[config.mk]
export PLATFORM = sky130hd
export DESIGN_NAME = fifo_ptr_ctrl
export DESIGN_NICKNAME = d
export VERILOG_FILES = /design/src/rtl/binary_to_gray.sv /design/src/rtl/fifo_ptr_ctrl.sv
export SDC_FILE = /design/constraint.sdc
export NUM_CORES = 1
export LEC_CHECK = 0
export CAP_MARGIN = 20
export CORE_UTILIZATION = 40
export CTS_BUF_LIST = sky130_fd_sc_hd__clkbuf_8 sky130_fd_sc_hd__clkbuf_16
export DETAILED_ROUTE_END_ITERATION = 6
export GPL_ROUTABILITY_DRIVEN = 0
export PLACE_DENSITY = 0.82
export SLEW_MARGIN = 10
export SYNTH_ARGS = -nofsm -noshare
export SYNTH_HDL_FRONTEND = slang
export SYNTH_SLANG_ARGS = --single-unit
export TNS_END_PERCENT = 1
[constraint.sdc]
create_clock -name CLK_50M -period 1.8 [get_ports CLK_50M]
set_input_delay 0.54 -clock CLK_50M [delete_from_list [all_inputs] [get_ports CLK_50M]]
set_output_delay 0.54 -clock CLK_50M [all_outputs]
set_load 0.02 [all_outputs]
[src/rtl/binary_to_gray.sv]
`default_nettype none
// ============================================================================
//  Module      : binary_to_gray
//  Description : Combinational binary-to-reflected-Gray converter for a
//                PTR+1 bit pointer (PTR address bits plus one wrap bit).
//  Revision    : 1.0 - initial release
// ============================================================================
module binary_to_gray #(
    parameter int PTR = 3
) (
    input  logic [PTR:0] i_bin,
    output logic [PTR:0] o_gray
);

    // Each Gray bit is the XOR of the binary bit and its more-significant
    // neighbour; the MSB passes straight through.
    always_comb begin
        o_gray = i_bin ^ (i_bin >> 1);
    end

endmodule
`default_nettype wire

[src/rtl/fifo_ptr_ctrl.sv]
`default_nettype none
// ============================================================================
//  Module      : fifo_ptr_ctrl
//  Description : Single-clock FIFO pointer controller. Grants write/read
//                requests against the registered full/empty flags, advances
//                binary read/write pointers (one extra wrap bit), and
//                publishes registered Gray copies of both pointers together
//                with occupancy, flags and one-cycle error pulses.
//  Revision    : 1.0 - initial release
// ============================================================================
module fifo_ptr_ctrl #(
    parameter int PTR = 3
) (
    input  logic           CLK_50M,
    input  logic           RST_N,
    input  logic           wr_req,
    input  logic           rd_req,
    output logic           wr_en,
    output logic           rd_en,
    output logic [PTR-1:0] wr_addr,
    output logic [PTR-1:0] rd_addr,
    output logic [PTR:0]   wr_ptr_gray,
    output logic [PTR:0]   rd_ptr_gray,
    output logic           full,
    output logic           empty,
    output logic [PTR:0]   count,
    output logic           wr_err,
    output logic           rd_err
);

    // FIFO depth expressed at pointer width; numerically it is also the
    // pattern with only the wrap bit set.
    localparam logic [PTR:0] DEPTH = (PTR+1)'(2**PTR);

    // Registered state
    logic [PTR:0] wr_bin_q,  wr_bin_d;
    logic [PTR:0] rd_bin_q,  rd_bin_d;
    logic [PTR:0] wr_gray_q, wr_gray_d;
    logic [PTR:0] rd_gray_q, rd_gray_d;
    logic [PTR:0] count_q,   count_d;
    logic         full_q,    full_d;
    logic         empty_q,   empty_d;
    logic         wr_err_q,  wr_err_d;
    logic         rd_err_q,  rd_err_d;

    logic [PTR:0] w_ptr_xor;

    // Grants look only at this cycle's registered flags; a request that
    // would be satisfied by a same-cycle opposite operation is not bypassed.
    always_comb begin
        wr_en = wr_req & ~full_q;
        rd_en = rd_req & ~empty_q;
    end

    // Next pointers, flags, occupancy and error pulses, all derived from the
    // next-state pointers so every output moves on the same edge.
    always_comb begin
        wr_bin_d  = wr_bin_q + (PTR+1)'(wr_en);
        rd_bin_d  = rd_bin_q + (PTR+1)'(rd_en);
        w_ptr_xor = wr_bin_d ^ rd_bin_d;
        empty_d   = (w_ptr_xor == '0);
        // Full: wrap bits differ while all address bits match.
        full_d    = (w_ptr_xor == DEPTH);
        count_d   = wr_bin_d - rd_bin_d;
        wr_err_d  = wr_req & full_q;
        rd_err_d  = rd_req & empty_q;
    end

    // Gray encoders operate on the next pointers so the Gray registers load
    // in lock-step with the binary registers.
    binary_to_gray #(
        .PTR (PTR)
    ) u_wr_b2g (
        .i_bin  (wr_bin_d),
        .o_gray (wr_gray_d)
    );

    binary_to_gray #(
        .PTR (PTR)
    ) u_rd_b2g (
        .i_bin  (rd_bin_d),
        .o_gray (rd_gray_d)
    );

    // State register with asynchronous clear to the empty condition.
    always_ff @(posedge CLK_50M or negedge RST_N) begin
        if (!RST_N) begin
            wr_bin_q  <= '0;
            rd_bin_q  <= '0;
            wr_gray_q <= '0;
            rd_gray_q <= '0;
            count_q   <= '0;
            full_q    <= 1'b0;
            empty_q   <= 1'b1;
            wr_err_q  <= 1'b0;
            rd_err_q  <= 1'b0;
        end else begin
            wr_bin_q  <= wr_bin_d;
            rd_bin_q  <= rd_bin_d;
            wr_gray_q <= wr_gray_d;
            rd_gray_q <= rd_gray_d;
            count_q   <= count_d;
            full_q    <= full_d;
            empty_q   <= empty_d;
            wr_err_q  <= wr_err_d;
            rd_err_q  <= rd_err_d;
        end
    end

    // Output mapping: RAM addresses drop the wrap bit.
    always_comb begin
        wr_addr     = wr_bin_q[PTR-1:0];
        rd_addr     = rd_bin_q[PTR-1:0];
        wr_ptr_gray = wr_gray_q;
        rd_ptr_gray = rd_gray_q;
        full        = full_q;
        empty       = empty_q;
        count       = count_q;
        wr_err      = wr_err_q;
        rd_err      = rd_err_q;
    end

endmodule
`default_nettype wire
; Word level (Yosys, flattened, before mapping)
; Index checks and enable logic that the tools add are counted.
[word_totals]
ff_bits = 24
out_inout_bits = 24
word_cells = 23
[op_classes]
n_addsub = 3
eq_ne = 1
bitwise = 9
reduce_logical = 1
[op_table]
columns = cell, count
row1 = 4-bit by 1-bit adder with 4-bit output, 2
row2 = 4-bit by 3-bit bitwise XOR with 4-bit output, 2
row3 = 1-bit AND, 4
row4 = "4-bit == test, second input constant", 1
row5 = 4-bit zero test, 1
row6 = 4-bit subtractor, 1
row7 = 4-bit bitwise XOR, 1
row8 = 1-bit NOT, 2

; Logic depth before layout (Yosys ltp)
[depth]
depth_word = 5
ltp_mapped = 8
ltp_nobuf = 8

; Modules after synthesis
; A second synthesis with hierarchy kept.
[hier_totals]
hier_cells = 73
hier_area_um2 = 985.9
[by_module_without_submodules]
columns = module, instances, cells_per_inst, area_per_inst_um2
row1 = fifo_ptr_ctrl, 1, 65, 918.4
row2 = binary_to_gray, 2, 4, 33.8

; Least setup slack after synthesis
; OpenSTA, ideal clock, no wires.
[synth_timing]
kind = input-to-reg
start = input port wr_req
end = register count_q[3], in the netlist count[3]
setup_ns = 0.080
arrival_ns = 2.212
path_slack_ns = -0.492
cell_stages = 7
n_path_buf = 0
path_cell_list = nor2b_1 > ha_1 > ha_1 > xor2_1 > ha_1 > a21oi_2 > xnor2_1
[synth_via]
elab_chain_cells = 3
[synth_lines]
columns = element, line_no
row1 = start: declaration, fifo_ptr_ctrl.sv:16  ; input logic wr_req,
row2 = 1-bit AND, fifo_ptr_ctrl.sv:51  ; wr_en = wr_req & ~full_q;
row3 = 4-bit by 1-bit adder with 4-bit output, fifo_ptr_ctrl.sv:58  ; wr_bin_d = wr_bin_q + (PTR+1)'(wr_en);
row4 = via u_wr_b2g.i_bin[2], binary_to_gray.sv:11  ; input logic [PTR:0] i_bin,
row5 = 4-bit subtractor, fifo_ptr_ctrl.sv:64  ; count_d = wr_bin_d - rd_bin_d;
row6 = via count_d[3], fifo_ptr_ctrl.sv:40  ; logic [PTR:0] count_q, count_d;
row7 = end signal: assignment, fifo_ptr_ctrl.sv:102  ; count_q <= count_d;
row8 = end: declaration, fifo_ptr_ctrl.sv:40
; The timed path passes the listed nets, and every way through them passes these cells.

; Worst setup path in the final report
[layout_timing]
start = register rd_err_q, in the netlist rd_err
end = output port rd_err
[layout_lines]
columns = element, line_no
row1 = start: declaration, fifo_ptr_ctrl.sv:44  ; logic rd_err_q, rd_err_d;
row2 = start signal: assignment, fifo_ptr_ctrl.sv:106  ; rd_err_q <= rd_err_d;
row3 = end: declaration, fifo_ptr_ctrl.sv:28  ; output logic rd_err
; No word-level cell between the ends.

==> flow_summary.yaml <==
detailed_routing:
  via_count: 578
  dr.max_layer_used: "met4"
  drt_iter0_markers: 2
  vias_per_cell: 4.446
  wirelength_um: 1568
  avgRoutedWirePerCell_um: 12.06
  wl_met3_um: 69
  drt-pass1-iter-count: 2
  drc: 0
  drt-met1-wl_um: 668
  ant_nets: 0
  met2WireLength_um: 809
logic_synthesis:
  yosysTopAreaCellShare_pct: 58.17
  synth.net_count: 74
  async_flop_share_pct: 100.0
  yosys-top-cells-area: "dfrtp_1 (58%), ha_1 (9.7%), xnor2_1 (6.8%), xor2_1 (3.9%), xor2_2 (3.6%)"
  synth_area_um2: 903.4
  syn_inst: 63
  synth_common_cells: "dfrtp_1 (21), ha_1 (7), xnor2_1 (7)"
  synth.distinct_cells: 19
  ys_seq_elements: 22
  synth_top_area_cell: "dfrtp_1"
  synth-seq-area-share_pct: 61.08
  ys_warn_count: 0
  syn_avg_cell_area_um2: 14.34
  synth_most_common_cell: "dfrtp_1"
  ys.flop_type: "dfrtp_1"
  synth-edff-count: 0
clocking:
  cts-root-buf: "clkbuf_8"
  cts.clk_slew.worst_paths_ps: 70
  cts_sinks: 22
  htreeDepth: 1
  cts_buffer_depth: 2
  cts_tree: "done"
  cts_buffers: 3
  post_cts_buffers: 0
  clock_latency_ps: 260
  holdBufCountCts: 0
layout:
  diodes: 0
  nNetsFinal: 115
  multi_input_comb_area_um2: 467.9
  fin_util_pct: 71.51
  seqCellArea_um2: 553.0
  drive_above_1_share_pct: 36.89
  nFillCells: 154
  area_growth_pct: 61.63
outcome:
  status: "complete, no violations"
sta:
  rsz0062_at_grt: "yes"
  worst_pin_slew_ps: 274.0
  max_freq_mhz: 573.1
  hold_slack_ps: 516.9
  drv_slew: 0
  min_period_ps: 1745
  timing_hold_violations_final: 0
  fin_tns_setup_ps: 0
  finalCritPeriodShare_pct: 96.94
  max-slew-margin-rel_pct: 81.73
  setup_viol: 0
  finClkSkew_ps: 1.884
worst_setup_path:
  startpoint: "rd_err"
  ff2ff_path_depth: 7
  rrSetupSlack_ps: 60
  crit_required_ps: 1260
  crit_type: "reg -> out"
  path_cells: "clkdlybuf4s50_1"
  cp-end-kind: "output pin"
  worst-path-max-fanout: 1
  start_kind: "flip-flop"
  timing.rr.start: "empty"
  slowest_stage: "clkdlybuf4s50_1"
  critPathBufInv: 1
  timing.rr.end: "count[3]"
  cpLargestDelayFamily: "buffers and inverters"
  worst-path-stages: 1
  crit_end: "rd_err"
  cp_slowest_stage_delay_ps: 610
  worst_ep_arrival_time_ps: 1200
global_routing:
  antenna_found_initial: 0
  groute.usage.overall_pct: 16.44
  grt_pass1_wl_um: 2973
  overflow: 0
  grt_pass1_vias: 650
  grt_max_degree: 23
floorplan:
  num_rows: 16
  core_area_mm2: 0.002042
  io_pins: 28
  initial_core_util_pct: 44.24
  die_w_um: 49.52
  fp.dieH_um: 49.52
  die_area_mm2: 0.002452
job:
  maxCapViolations: 0
hold_path:
  min_from: "wr_req"
  hold_class: "in -> reg"
  min_path_cells: 2
place:
  hpwlAfterDp_um: 1266
  portBuffers: 27
==> area by class of cell <==
cell class | count | area share [%]
well taps | 27 | 2.314
inverters | 7 | 1.799
clock buffers | 4 | 3.770
flip-flops and latches | 22 | 37.87
multi-input cells | 33 | 32.05
repair buffers | 37 | 22.19
==> cells by family (layout without fill, tap and decap cells) <==
| group | Yosys count | after routing | share of synthesized area (%) |
|---|---|---|---|
| xor+xnor | 14 | 14 | 16.07 |
| buf+inv | 8 | 48 | 3.461 |
| simple gates | 9 | 9 | 6.924 |
| flops | 22 | 22 | 61.08 |
| fa+ha+maj | 8 | 8 | 10.94 |
| compound gates | 2 | 2 | 1.523 |
==> stage by stage <==
| stage | setup WS, ps | cell area, um^2 | cells |
|---|---|---|---|
| global route | -27.86 | 1460 | 130 |
| global placement | -516.5 | 1385 | 126 |
| detailed placement | -540.5 | 1385 | 126 |
| finish | 55.01 | 1460 | 130 |
| CTS | 4.729 | 1464 | 130 |
| floorplan | -63.52 | 1017 | 63 |
==> layout by cell type (no fill, tap or decap), types with 2 or more instances in the layout <==
master | synthesis | layout
dlygate4sd2_1 | 0 | 9
clkdlybuf4s15_1 | 0 | 2
xnor2_1 | 7 | 5
clkbuf_8 | 0 | 4
ha_4 | 0 | 5
xnor2_2 | 1 | 2
inv_1 | 6 | 6
clkdlybuf4s50_1 | 0 | 14
xor2_1 | 4 | 3
xor2_4 | 0 | 2
nor2b_4 | 0 | 2
and2_1 | 2 | 2
dfrtp_1 | 21 | 20
buf_4 | 0 | 10
a21oi_2 | 1 | 2
==> per-layer routing <==
layer / up-vias / track usage, %
met4: 0 / 5.714
met5: - / 0
met2: 16 / 25.90
li1: 278 / -
met1: 281 / 22.02
met3: 3 / 4.012
==> worst min path at each step <==
| stage | slack [ps] | end |
|---|---|---|
| 2_1_floorplan | 240 | count[0] |
| 3_3_place_gp | 540 | rd_err |
| 3_5_place_dp | 540 | rd_err |
| 4_1_cts | 550 | rd_err |
| 5_1_grt | 510 | wr_err |
| 6_report | 520 | wr_err |
==> repair_timing <==
action,4_1_cts,5_1_grt
gates cloned,0,0
pin swaps,6,2
gates resized for setup,23,2
setup endpoints to repair,17,2
==> flip-flops by register name, indices dropped and copies added (netlist names) <==
signal,cells
count,4
rd_bin_q,4
wr_bin_q,4
rd_ptr_gray,3
wr_ptr_gray,3
empty,1
full,1
rd_err,1
wr_err,1
Power is left out: the tool's default activity adds up to more than one toggle a clock period on the data nets, which glitch-free logic cannot reach.
